--- src/rtl/touch_zone_if.sv ---
// -----------------------------------------------------------------------------
// touch_zone_if
// Bundles the touch-sample, zone-configuration and event signals of the
// touch_zone_decoder.
//   master : drives samples/config, observes zone state and event pulses
//   slave  : the decoder itself
// Signals:
//   smp_valid, tor_x, tor_y          touch sample strobe and coordinates
//   cfg_we, cfg_idx, cfg_x1..cfg_y2  zone rectangle write port (inclusive bounds)
//   zone_hit, any_hit, act_zone      debounced pressed state
//   press_p, release_p, repeat_p     one-cycle event pulses per zone
// -----------------------------------------------------------------------------
interface touch_zone_if #(
  parameter int NZONES = 4,
  parameter int XW     = 10,
  parameter int YW     = 9
);
  logic              smp_valid;
  logic [XW-1:0]     tor_x;
  logic [YW-1:0]     tor_y;
  logic              cfg_we;
  logic [2:0]        cfg_idx;
  logic [XW-1:0]     cfg_x1;
  logic [XW-1:0]     cfg_x2;
  logic [YW-1:0]     cfg_y1;
  logic [YW-1:0]     cfg_y2;
  logic [NZONES-1:0] zone_hit;
  logic              any_hit;
  logic [2:0]        act_zone;
  logic [NZONES-1:0] press_p;
  logic [NZONES-1:0] release_p;
  logic [NZONES-1:0] repeat_p;

  modport master (
    output smp_valid, tor_x, tor_y, cfg_we, cfg_idx, cfg_x1, cfg_x2, cfg_y1, cfg_y2,
    input  zone_hit, any_hit, act_zone, press_p, release_p, repeat_p
  );

  modport slave (
    input  smp_valid, tor_x, tor_y, cfg_we, cfg_idx, cfg_x1, cfg_x2, cfg_y1, cfg_y2,
    output zone_hit, any_hit, act_zone, press_p, release_p, repeat_p
  );
endinterface

--- src/rtl/touch_zone_decoder.sv ---
// -----------------------------------------------------------------------------
// touch_zone_decoder
// Maps touch samples onto up to 8 rectangular zones, debounces each zone
// with an IDLE/PRESSED state machine and emits press/release (and optionally
// repeat) pulses.
// Ports:
//   clk    rising-edge clock
//   reset  synchronous, active-high reset
//   bus    touch_zone_if.slave (samples, zone config, state and pulses)
// Optional feature:
//   TOUCH_REPEAT_EN  when defined, a held zone pulses repeat_p every RPT
//                    samples; otherwise repeat_p is tied low.
// -----------------------------------------------------------------------------
module touch_zone_decoder #(
  parameter int NZONES = 4,
  parameter int XW     = 10,
  parameter int YW     = 9,
  parameter int DEB    = 3,
  parameter int RPT    = 32
) (
  input logic         clk,
  input logic         reset,
  touch_zone_if.slave bus
);

  localparam logic [0:0] ST_IDLE    = 1'b0;
  localparam logic [0:0] ST_PRESSED = 1'b1;
  localparam logic [3:0] DEB_CNT    = 4'(DEB);

  logic [NZONES-1:0][XW-1:0] x1_q, x1_d, x2_q, x2_d;
  logic [NZONES-1:0][YW-1:0] y1_q, y1_d, y2_q, y2_d;
  logic [NZONES-1:0]         state_q, state_d;
  logic [NZONES-1:0][3:0]    cnt_q, cnt_d;
  logic [NZONES-1:0]         inside_s;
  logic [NZONES-1:0]         press_q, press_d;
  logic [NZONES-1:0]         release_q, release_d;
  logic                      any_q, any_d;
  logic [2:0]                act_q, act_d;

`ifdef TOUCH_REPEAT_EN
  localparam int             RW      = (RPT < 2) ? 1 : $clog2(RPT + 1);
  localparam logic [RW-1:0]  RPT_CNT = RW'(RPT);
  logic [NZONES-1:0][RW-1:0] rpt_q, rpt_d;
  logic [NZONES-1:0]         repeat_q, repeat_d;
`endif

  // 4-bit saturating increment for the debounce counters
  function automatic logic [3:0] sat_inc(input logic [3:0] c);
    return (c == 4'hF) ? c : c + 4'd1;
  endfunction

  // Raw hit test; an inverted rectangle (x1>x2 or y1>y2) never matches
  for (genvar g = 0; g < NZONES; g++) begin : g_inside
    assign inside_s[g] = (x1_q[g] <= x2_q[g]) && (y1_q[g] <= y2_q[g]) &&
                         (bus.tor_x >= x1_q[g]) && (bus.tor_x <= x2_q[g]) &&
                         (bus.tor_y >= y1_q[g]) && (bus.tor_y <= y2_q[g]);
  end

  // Per-zone next state: config write beats a sample; no sample freezes the zone
  always_comb begin
    x1_d      = x1_q;
    x2_d      = x2_q;
    y1_d      = y1_q;
    y2_d      = y2_q;
    state_d   = state_q;
    cnt_d     = cnt_q;
    press_d   = '0;
    release_d = '0;
`ifdef TOUCH_REPEAT_EN
    rpt_d     = rpt_q;
    repeat_d  = '0;
`endif
    for (int i = 0; i < NZONES; i++) begin
      if (bus.cfg_we && (bus.cfg_idx == 3'(i))) begin
        // Silent return to IDLE: a reprogrammed zone never reports a release
        x1_d[i]    = bus.cfg_x1;
        x2_d[i]    = bus.cfg_x2;
        y1_d[i]    = bus.cfg_y1;
        y2_d[i]    = bus.cfg_y2;
        state_d[i] = ST_IDLE;
        cnt_d[i]   = 4'd0;
`ifdef TOUCH_REPEAT_EN
        rpt_d[i]   = '0;
`endif
      end else if (bus.smp_valid) begin
        case (state_q[i])
          ST_IDLE: begin
            if (inside_s[i]) begin
              if (sat_inc(cnt_q[i]) >= DEB_CNT) begin
                state_d[i] = ST_PRESSED;
                cnt_d[i]   = 4'd0;
                press_d[i] = 1'b1;
`ifdef TOUCH_REPEAT_EN
                rpt_d[i]   = '0;
`endif
              end else begin
                cnt_d[i] = sat_inc(cnt_q[i]);
              end
            end else begin
              cnt_d[i] = 4'd0;
            end
          end
          ST_PRESSED: begin
            if (!inside_s[i]) begin
              if (sat_inc(cnt_q[i]) >= DEB_CNT) begin
                state_d[i]   = ST_IDLE;
                cnt_d[i]     = 4'd0;
                release_d[i] = 1'b1;
              end else begin
                cnt_d[i] = sat_inc(cnt_q[i]);
              end
            end else begin
              cnt_d[i] = 4'd0;
            end
`ifdef TOUCH_REPEAT_EN
            // Every sample spent held counts, inside or not; a releasing
            // sample does not
            if (state_d[i] == ST_PRESSED) begin
              if ((rpt_q[i] + RW'(1)) == RPT_CNT) begin
                rpt_d[i]    = '0;
                repeat_d[i] = 1'b1;
              end else begin
                rpt_d[i] = rpt_q[i] + RW'(1);
              end
            end else begin
              rpt_d[i] = '0;
            end
`endif
          end
          default: begin
            state_d[i] = ST_IDLE;
            cnt_d[i]   = 4'd0;
          end
        endcase
      end else begin
        state_d[i] = state_q[i];
      end
    end
  end

  // Summary outputs derived from next state so they align with the pulses
  always_comb begin
    any_d = |state_d;
    act_d = 3'd0;
    for (int i = NZONES - 1; i >= 0; i--) begin
      act_d = state_d[i] ? 3'(i) : act_d;
    end
  end

  // State, bounds and output registers with synchronous reset
  always_ff @(posedge clk) begin
    if (reset) begin
      for (int i = 0; i < NZONES; i++) begin
        x1_q[i] <= '1;
        x2_q[i] <= '0;
        y1_q[i] <= '1;
        y2_q[i] <= '0;
      end
      x1_q[0]   <= XW'(180);
      x2_q[0]   <= XW'(330);
      y1_q[0]   <= YW'(10);
      y2_q[0]   <= YW'(110);
      state_q   <= '0;
      cnt_q     <= '0;
      press_q   <= '0;
      release_q <= '0;
      any_q     <= 1'b0;
      act_q     <= 3'd0;
`ifdef TOUCH_REPEAT_EN
      rpt_q     <= '0;
      repeat_q  <= '0;
`endif
    end else begin
      x1_q      <= x1_d;
      x2_q      <= x2_d;
      y1_q      <= y1_d;
      y2_q      <= y2_d;
      state_q   <= state_d;
      cnt_q     <= cnt_d;
      press_q   <= press_d;
      release_q <= release_d;
      any_q     <= any_d;
      act_q     <= act_d;
`ifdef TOUCH_REPEAT_EN
      rpt_q     <= rpt_d;
      repeat_q  <= repeat_d;
`endif
    end
  end

  assign bus.zone_hit  = state_q;
  assign bus.any_hit   = any_q;
  assign bus.act_zone  = act_q;
  assign bus.press_p   = press_q;
  assign bus.release_p = release_q;
`ifdef TOUCH_REPEAT_EN
  assign bus.repeat_p  = repeat_q;
`else
  assign bus.repeat_p  = '0;
`endif

endmodule

--- src/flat_wrapper.sv ---
// flat-port wrapper written by rule: the top's interface ports become plain ports
module touch_zone_decoder_flat 
#(
  parameter int NZONES = 4,
  parameter int XW     = 10,
  parameter int YW     = 9,
  parameter int DEB    = 3,
  parameter int RPT    = 32
)
  (clk, reset, bus_smp_valid, bus_tor_x, bus_tor_y, bus_cfg_we, bus_cfg_idx, bus_cfg_x1, bus_cfg_x2, bus_cfg_y1, bus_cfg_y2, bus_zone_hit, bus_any_hit, bus_act_zone, bus_press_p, bus_release_p, bus_repeat_p);
  touch_zone_if #(.NZONES(NZONES), .XW(XW), .YW(YW)) bus_i ();
  input logic clk;
  input logic reset;
  input wire logic [$bits(bus_i.smp_valid)-1:0] bus_smp_valid;
  input wire logic [$bits(bus_i.tor_x)-1:0] bus_tor_x;
  input wire logic [$bits(bus_i.tor_y)-1:0] bus_tor_y;
  input wire logic [$bits(bus_i.cfg_we)-1:0] bus_cfg_we;
  input wire logic [$bits(bus_i.cfg_idx)-1:0] bus_cfg_idx;
  input wire logic [$bits(bus_i.cfg_x1)-1:0] bus_cfg_x1;
  input wire logic [$bits(bus_i.cfg_x2)-1:0] bus_cfg_x2;
  input wire logic [$bits(bus_i.cfg_y1)-1:0] bus_cfg_y1;
  input wire logic [$bits(bus_i.cfg_y2)-1:0] bus_cfg_y2;
  output wire logic [$bits(bus_i.zone_hit)-1:0] bus_zone_hit;
  output wire logic [$bits(bus_i.any_hit)-1:0] bus_any_hit;
  output wire logic [$bits(bus_i.act_zone)-1:0] bus_act_zone;
  output wire logic [$bits(bus_i.press_p)-1:0] bus_press_p;
  output wire logic [$bits(bus_i.release_p)-1:0] bus_release_p;
  output wire logic [$bits(bus_i.repeat_p)-1:0] bus_repeat_p;
  assign bus_i.smp_valid = bus_smp_valid;
  assign bus_i.tor_x = bus_tor_x;
  assign bus_i.tor_y = bus_tor_y;
  assign bus_i.cfg_we = bus_cfg_we;
  assign bus_i.cfg_idx = bus_cfg_idx;
  assign bus_i.cfg_x1 = bus_cfg_x1;
  assign bus_i.cfg_x2 = bus_cfg_x2;
  assign bus_i.cfg_y1 = bus_cfg_y1;
  assign bus_i.cfg_y2 = bus_cfg_y2;
  assign bus_zone_hit = bus_i.zone_hit;
  assign bus_any_hit = bus_i.any_hit;
  assign bus_act_zone = bus_i.act_zone;
  assign bus_press_p = bus_i.press_p;
  assign bus_release_p = bus_i.release_p;
  assign bus_repeat_p = bus_i.repeat_p;
  touch_zone_decoder #(.NZONES(NZONES), .XW(XW), .YW(YW), .DEB(DEB), .RPT(RPT)) u_core (.clk(clk), .reset(reset), .bus(bus_i));
endmodule
--- config.mk ---
export PLATFORM = sky130hd
export DESIGN_NAME = touch_zone_decoder_flat
export DESIGN_NICKNAME = d
export VERILOG_FILES = /design/src/rtl/touch_zone_if.sv /design/src/rtl/touch_zone_decoder.sv /design/src/flat_wrapper.sv
export SDC_FILE = /design/constraint.sdc
export NUM_CORES = 1
export LEC_CHECK = 0
export ABC_AREA = 1
export BUFFER_PORTS_ARGS = -buffer_cell sky130_fd_sc_hd__buf_2
export CAP_MARGIN = 20
export CORE_ASPECT_RATIO = 0.9
export CORE_MARGIN = 2
export CORE_UTILIZATION = 40
export DETAILED_ROUTE_END_ITERATION = 8
export PLACE_DENSITY = 0.54
export SYNTH_ARGS = -nofsm -noshare
export SYNTH_HDL_FRONTEND = slang
export SYNTH_SLANG_ARGS = --single-unit
export TNS_END_PERCENT = 5
--- constraint.sdc ---
create_clock -name clk -period 4.9 [get_ports clk]
set_clock_uncertainty 0.15 [all_clocks]
set_input_delay 0.735 -clock clk [delete_from_list [all_inputs] [get_ports clk]]
set_output_delay 0.735 -clock clk [all_outputs]
set_load 0.005 [all_outputs]
# Word-level counts from Yosys, hierarchy flattened
# Cells that the tools add are included.
dict set report word_totals {
  regBits 184
  inputBits 64
  output_inout_bits 20
  wordCells 169
}
dict set report classes {
  add_sub_neg 4
  magnitude_cmp 28
  eq_ne 7
  muxes 51
  n_bitwise 5
  reduce_logical 41
}
# cell n
set op_table {}
lappend op_table {{10-bit <= comparator} 8}
lappend op_table {{9-bit <= comparator} 8}
lappend op_table {{4-bit two-way mux} 16}
lappend op_table {{10-bit greater-or-equal comparator} 4}
lappend op_table {{9-bit greater-or-equal comparator} 4}
lappend op_table {{4-bit case mux with 2 select lines} 4}
lappend op_table {{1-bit two-way mux} 25}
lappend op_table {{1-bit logical AND} 24}
lappend op_table {{4-bit OR reduction} 6}
lappend op_table {{5-bit OR reduction} 4}
lappend op_table {{4-bit by 1-bit adder with 4-bit output, second input constant} 4}
lappend op_table {{4-bit == test, second input constant} 4}
lappend op_table {{4-bit by 2-bit greater-or-equal comparator with 1-bit output, second input constant} 4}
lappend op_table {{2-bit OR reduction} 5}
lappend op_table {{1-bit case mux with 2 select lines} 4}
lappend op_table {{3-bit by 2-bit == test with 1-bit output, second input constant} 2}
lappend op_table {{1-bit NOT} 5}
lappend op_table {{2-bit two-way mux} 2}
lappend op_table {{3-bit by 1-bit == test with 1-bit output, second input constant} 1}
lappend op_table {{3-bit zero test} 1}
lappend op_table {{3-bit OR reduction} 1}

# Depth between registers and ports, before layout
dict set report logic_depth {
  depth_word 13
  mapped_depth 17
  depth_no_buf 17
}

# Worst setup path before layout
# Ideal clock, no wire load.
dict set report synth_path {
  kind {input to register}
  start {in bus_tor_x[0]}
  end {reg u_core.any_q (netlist: u_core.bus.any_hit)}
  setup_ns 0.126
  arrival_ns 2.004
  required_ns 4.624
  slack_ns 2.620
  path_stages 14
  n_path_buf 0
  cell_sequence {inv_1 -> ha_1 -> o21ai_0 -> nand2_1 -> nand3_1 -> nand3_1 -> nand2_1 -> nor2_1 -> nand4_1 -> nand2_1 -> nand2_1 -> nand2_1 -> nor2_1 -> nor2_1}
}
dict set report synth_between {
  elab_chain_cells 10
  word_cells_on_any_way 45
  classes_between {order compare (8); mux (20); reduce/logical (17)}
}
# item line_no
set synth_lines {}
lappend synth_lines {{from (decl)} flat_wrapper.sv:15} ;# input wire logic [$bits(bus_i.tor_x)-1:0] bus_tor_x;
lappend synth_lines {{10-bit greater-or-equal comparator} touch_zone_decoder.sv:55} ;# (bus.tor_x >= x1_q[g]) && (bus.tor_x <= x2_q[g]) &&
lappend synth_lines {{1-bit logical AND} touch_zone_decoder.sv:54} ;# assign inside_s[g] = (x1_q[g] <= x2_q[g]) && (y1_q[g] <= y2_q[g]) &&
lappend synth_lines {{1-bit logical AND (2 in a row)} touch_zone_decoder.sv:55}
lappend synth_lines {{1-bit logical AND} touch_zone_decoder.sv:56} ;# (bus.tor_y >= y1_q[g]) && (bus.tor_y <= y2_q[g]);
lappend synth_lines {{1-bit two-way mux, on equally long branches} -}
lappend synth_lines {{1-bit case mux with 2 select lines} touch_zone_decoder.sv:86} ;# case (state_q[i])
lappend synth_lines {{1-bit two-way mux} touch_zone_decoder.sv:85} ;# end else if (bus.smp_valid) begin
lappend synth_lines {{1-bit two-way mux} touch_zone_decoder.sv:74} ;# if (bus.cfg_we && (bus.cfg_idx == 3'(i))) begin
lappend synth_lines {{4-bit OR reduction *} touch_zone_decoder.sv:143} ;# any_d = |state_d;
lappend synth_lines {{to (signal assigned)} touch_zone_decoder.sv:182} ;# any_q <= any_d;
lappend synth_lines {{to (decl)} touch_zone_decoder.sv:37} ;# logic any_q, any_d;
# Mark *: on every way between the ends. The rest lies on a longest branch, timed or not.
# A chain may end at the register's enable or synchronous reset.

# Worst setup path after layout
dict set report layout_path {
  start {in bus_cfg_we}
  end {reg u_core.cnt_q[1] in the netlist's numbering}
}
dict set report layout_between {
  elab_chain_cells 2
}
# item line_no
set layout_lines {}
lappend layout_lines {{from (decl)} flat_wrapper.sv:17} ;# input wire logic [$bits(bus_i.cfg_we)-1:0] bus_cfg_we;
lappend layout_lines {{1-bit logical AND} touch_zone_decoder.sv:74}
lappend layout_lines {{2-bit OR reduction (no line)} -}
lappend layout_lines {{to (signal assigned)} touch_zone_decoder.sv:179} ;# cnt_q <= cnt_d;
lappend layout_lines {{to (decl)} touch_zone_decoder.sv:33} ;# logic [NZONES-1:0][3:0] cnt_q, cnt_d;
# No other way between the ends.

==> flow_summary.yaml <==
run_status:
  status: "finished clean"
synthesis:
  syn_area_um2: 12200
  synth_edf_count: 0
  ys.flop_type: "dfxtp_1"
  synth-seq-cells: 183
  synth_cell_types: 39
  yosys_warnings: 0
  ys_seq_area_share_pct: 29.9
  syn_area_per_cell_um2: 7.42
  syn_inst: 1651
  synthArstFlopShare_pct: 0
  synth_top_area_share_pct: 29.9
  yosysTopAreaCell: "dfxtp_1"
  synth.area.top_cells: "dfxtp_1 30%, ha_1 24%, nand2_1 10%, inv_1 7.0%, a21oi_1 6.3%"
finish:
  areaGrowthSynthToFinish_pct: 10.6
  most-common-layout-cells: "338 x nand2_1, 232 x ha_1, 228 x inv_1"
  nets: 2001
  fillerInstances: 3095
  final_area_um2: 13500
  fin_cells: 2121
  layout_commonest_cell: "nand2_1"
  drive_gt1_share_pct: 8.15
  antennaDiodeCount: 0
drt:
  vias: 10800
  drtAntennaViolNets: 0
  dr.pass1.iters: 5
  drt-total-wl_um: 36200
  wl_per_cell_um: 17.1
  drc: 0
  detailedRoute.firstIterationViolations: 759
  viasPerCell: 5.09
worst_hold_path:
  hold_path_class: "flip-flop to flip-flop"
clock_tree:
  cts_made_buffers: 17
  clock-sinks: 183
  h-tree-depth: 4
  clockBufferDepth: 2
  cts_tree: "yes"
  cts-root-buf: "clkbuf_16"
  cts_resized: 0
  cts_setup_buffers: 0
  path_clk_slew_ns: 0.06
  cts_hold_buf: 0
  clk_latency_ns: 0.46
placement:
  place_area_um2: 13000
  io_buffers: 78
  placedCellCount: 2089
  gp_congestion: 0.844
  hpwl_um: 26400
critical_path:
  crit_path_cell_trace: "buf_2 > inv_1 > nor2_1 > inv_2 > nor3_4 > buf_4 > inv_2 > nand2_1 > nor3b_1 > nand3_1 > nand2_1"
  cp.required_ns: 5.13
  endpoint_kind: "flip-flop"
  r2r_slack_ns: 2.39
  cpMaxStageDelayCell: "inv_2"
  cp.arrival_ns: 2.82
  crit_type: "input port to flip-flop"
  slowest_delay_ns: 0.65
  worstSetupStartpointType: "input port"
  crit_path_max_fanout: 45
  crit_buf_inv: 5
  critPathTopFamily: "buffers and inverters"
sta:
  finalHoldViolations: 0
  slew_violations: 0
  rsz0062_at_grt: "false"
  finalCritPeriodShare_pct: 52.8
  relSlewSlack_pct: 29.4
  fmax_ghz: 0.387
  holdWs_ns: 0.310
  worst_pin_slew_ns: 1.06
  min_period_ns: 2.59
  setup_viol: 0
  tns_ns: 0
die:
  core-area_um2: 30000
  io_pins: 84
  dieArea_um2: 32000
  rows: 60
  die_w_um: 188
  start_util_pct: 40.8
  die_h_um: 170
global_route:
  antenna_found_initial: 2
  grt_pass1_wl_um: 56800
  grt_max_degree: 104
  overflow: 0
  grt_pass1_vias: 10000
  grt.total_usage_pct: 23.2
pwr:
  leakage_uw: 0.00658
  power_density_nw_per_um2: 255
  ir_drop_uv: 265
job:
  drv_cap: 0
## cell usage after synthesis, types with 3 or more instances
library cell	count
buf_4	5
xor2_1	3
nor4_1	5
nand2_2	3
nor3_1	10
nor2_1	133
inv_2	8
nand3b_1	7
dfxtp_1	183
nor3_4	3
nand4_1	19
ha_1	232
nand3_1	43
o21a_1	11
o21ai_1	9
a21o_1	8
nand2_1	338
o211ai_1	77
buf_2	5
a21oi_1	154
o21bai_1	4
o21ai_2	4
o21ai_0	98
clkbuf_1	42
inv_1	229
## worst min-delay path, cell delays in order (launching register included)
cell     delay [ns]
dfxtp_1        0.32
nand2_1        0.06
nor2_1         0.04
## path summary, 6_finish.rpt
| kind | from | to | depth (start not counted) |
|---|---|---|---|
| worst max-delay path | bus_cfg_we | u_core.cnt_q[1] | 11 |
| worst min-delay path | u_core.cnt_q[10] | u_core.cnt_q[10] | 2 |
| worst max register to register | u_core.x2_q[7] | u_core.bus.act_zone[1] | 12 |
| worst min register to register | u_core.cnt_q[10] | u_core.cnt_q[10] | 2 |
## report_power, final
part | total (uW) | switching (uW) | internal, uW | leakage [uW]
Combinational | 554 | 366 | 187 | 0.00482
Sequential | 1550 | 19.3 | 1530 | 0.00149
Clock | 1350 | 673 | 676 | 0.000266
## metrics by stage
step | utilization [%] | worst slack, ns | power, uW
2_1_floorplan | - | 2.62 | 1930
3_3_place_gp | 43.2 | 1.95 | 2120
3_5_place_dp | 43.2 | 1.89 | 2130
4_1_cts | 45.1 | 2.35 | 3480
5_1_grt | 45.1 | 2.12 | 3630
6_report | 45.1 | 2.31 | 3450
## sequential cells by signal, indices dropped and copies added (netlist names)
register / count
u_core.x1_q: 40
u_core.x2_q: 40
u_core.y1_q: 36
u_core.y2_q: 36
u_core.cnt_q: 16
u_core.bus.press_p: 4
u_core.bus.release_p: 4
u_core.bus.zone_hit: 4
u_core.bus.act_zone: 2
u_core.bus.any_hit: 1
## cells by family after synthesis
| kind of cell | share of synthesized area (%) |
|---|---|
| adder cells (fa/ha/maj) | 23.7 |
| multiplexers | 0.123 |
| XOR/XNOR | 0.358 |
| buffers and inverters | 9.09 |
| other | 0.0306 |
| flip-flops | 29.9 |
| AND/OR/NAND/NOR | 19.4 |
| AO/OA/AOI/OAI | 17.4 |
## per-layer routing
layer  up-vias  part of all wire, %  GRT usage (%)
li1       5629                    -              -
met1      4909                   53           34.1
met2       207                   42           35.2
met3        39                  3.9           3.28
met4         2                  1.6           6.08
met5         -                0.036              0
## final cells by class
| class | count | area (um^2) | share of cell area, % |
|---|---|---|---|
| Clock buffer | 18 | 439 | 3.24 |
| Sequential cell | 183 | 3660 | 27.1 |
| Timing Repair Buffer | 84 | 435 | 3.22 |
| Clock inverter | 14 | 118 | 0.869 |
| Tap cell | 403 | 504 | 3.72 |
| Multi-Input combinational cell | 1182 | 7490 | 55.3 |
| Inverter | 237 | 892 | 6.59 |
Note: power is estimated with default switching activity, not from simulation.
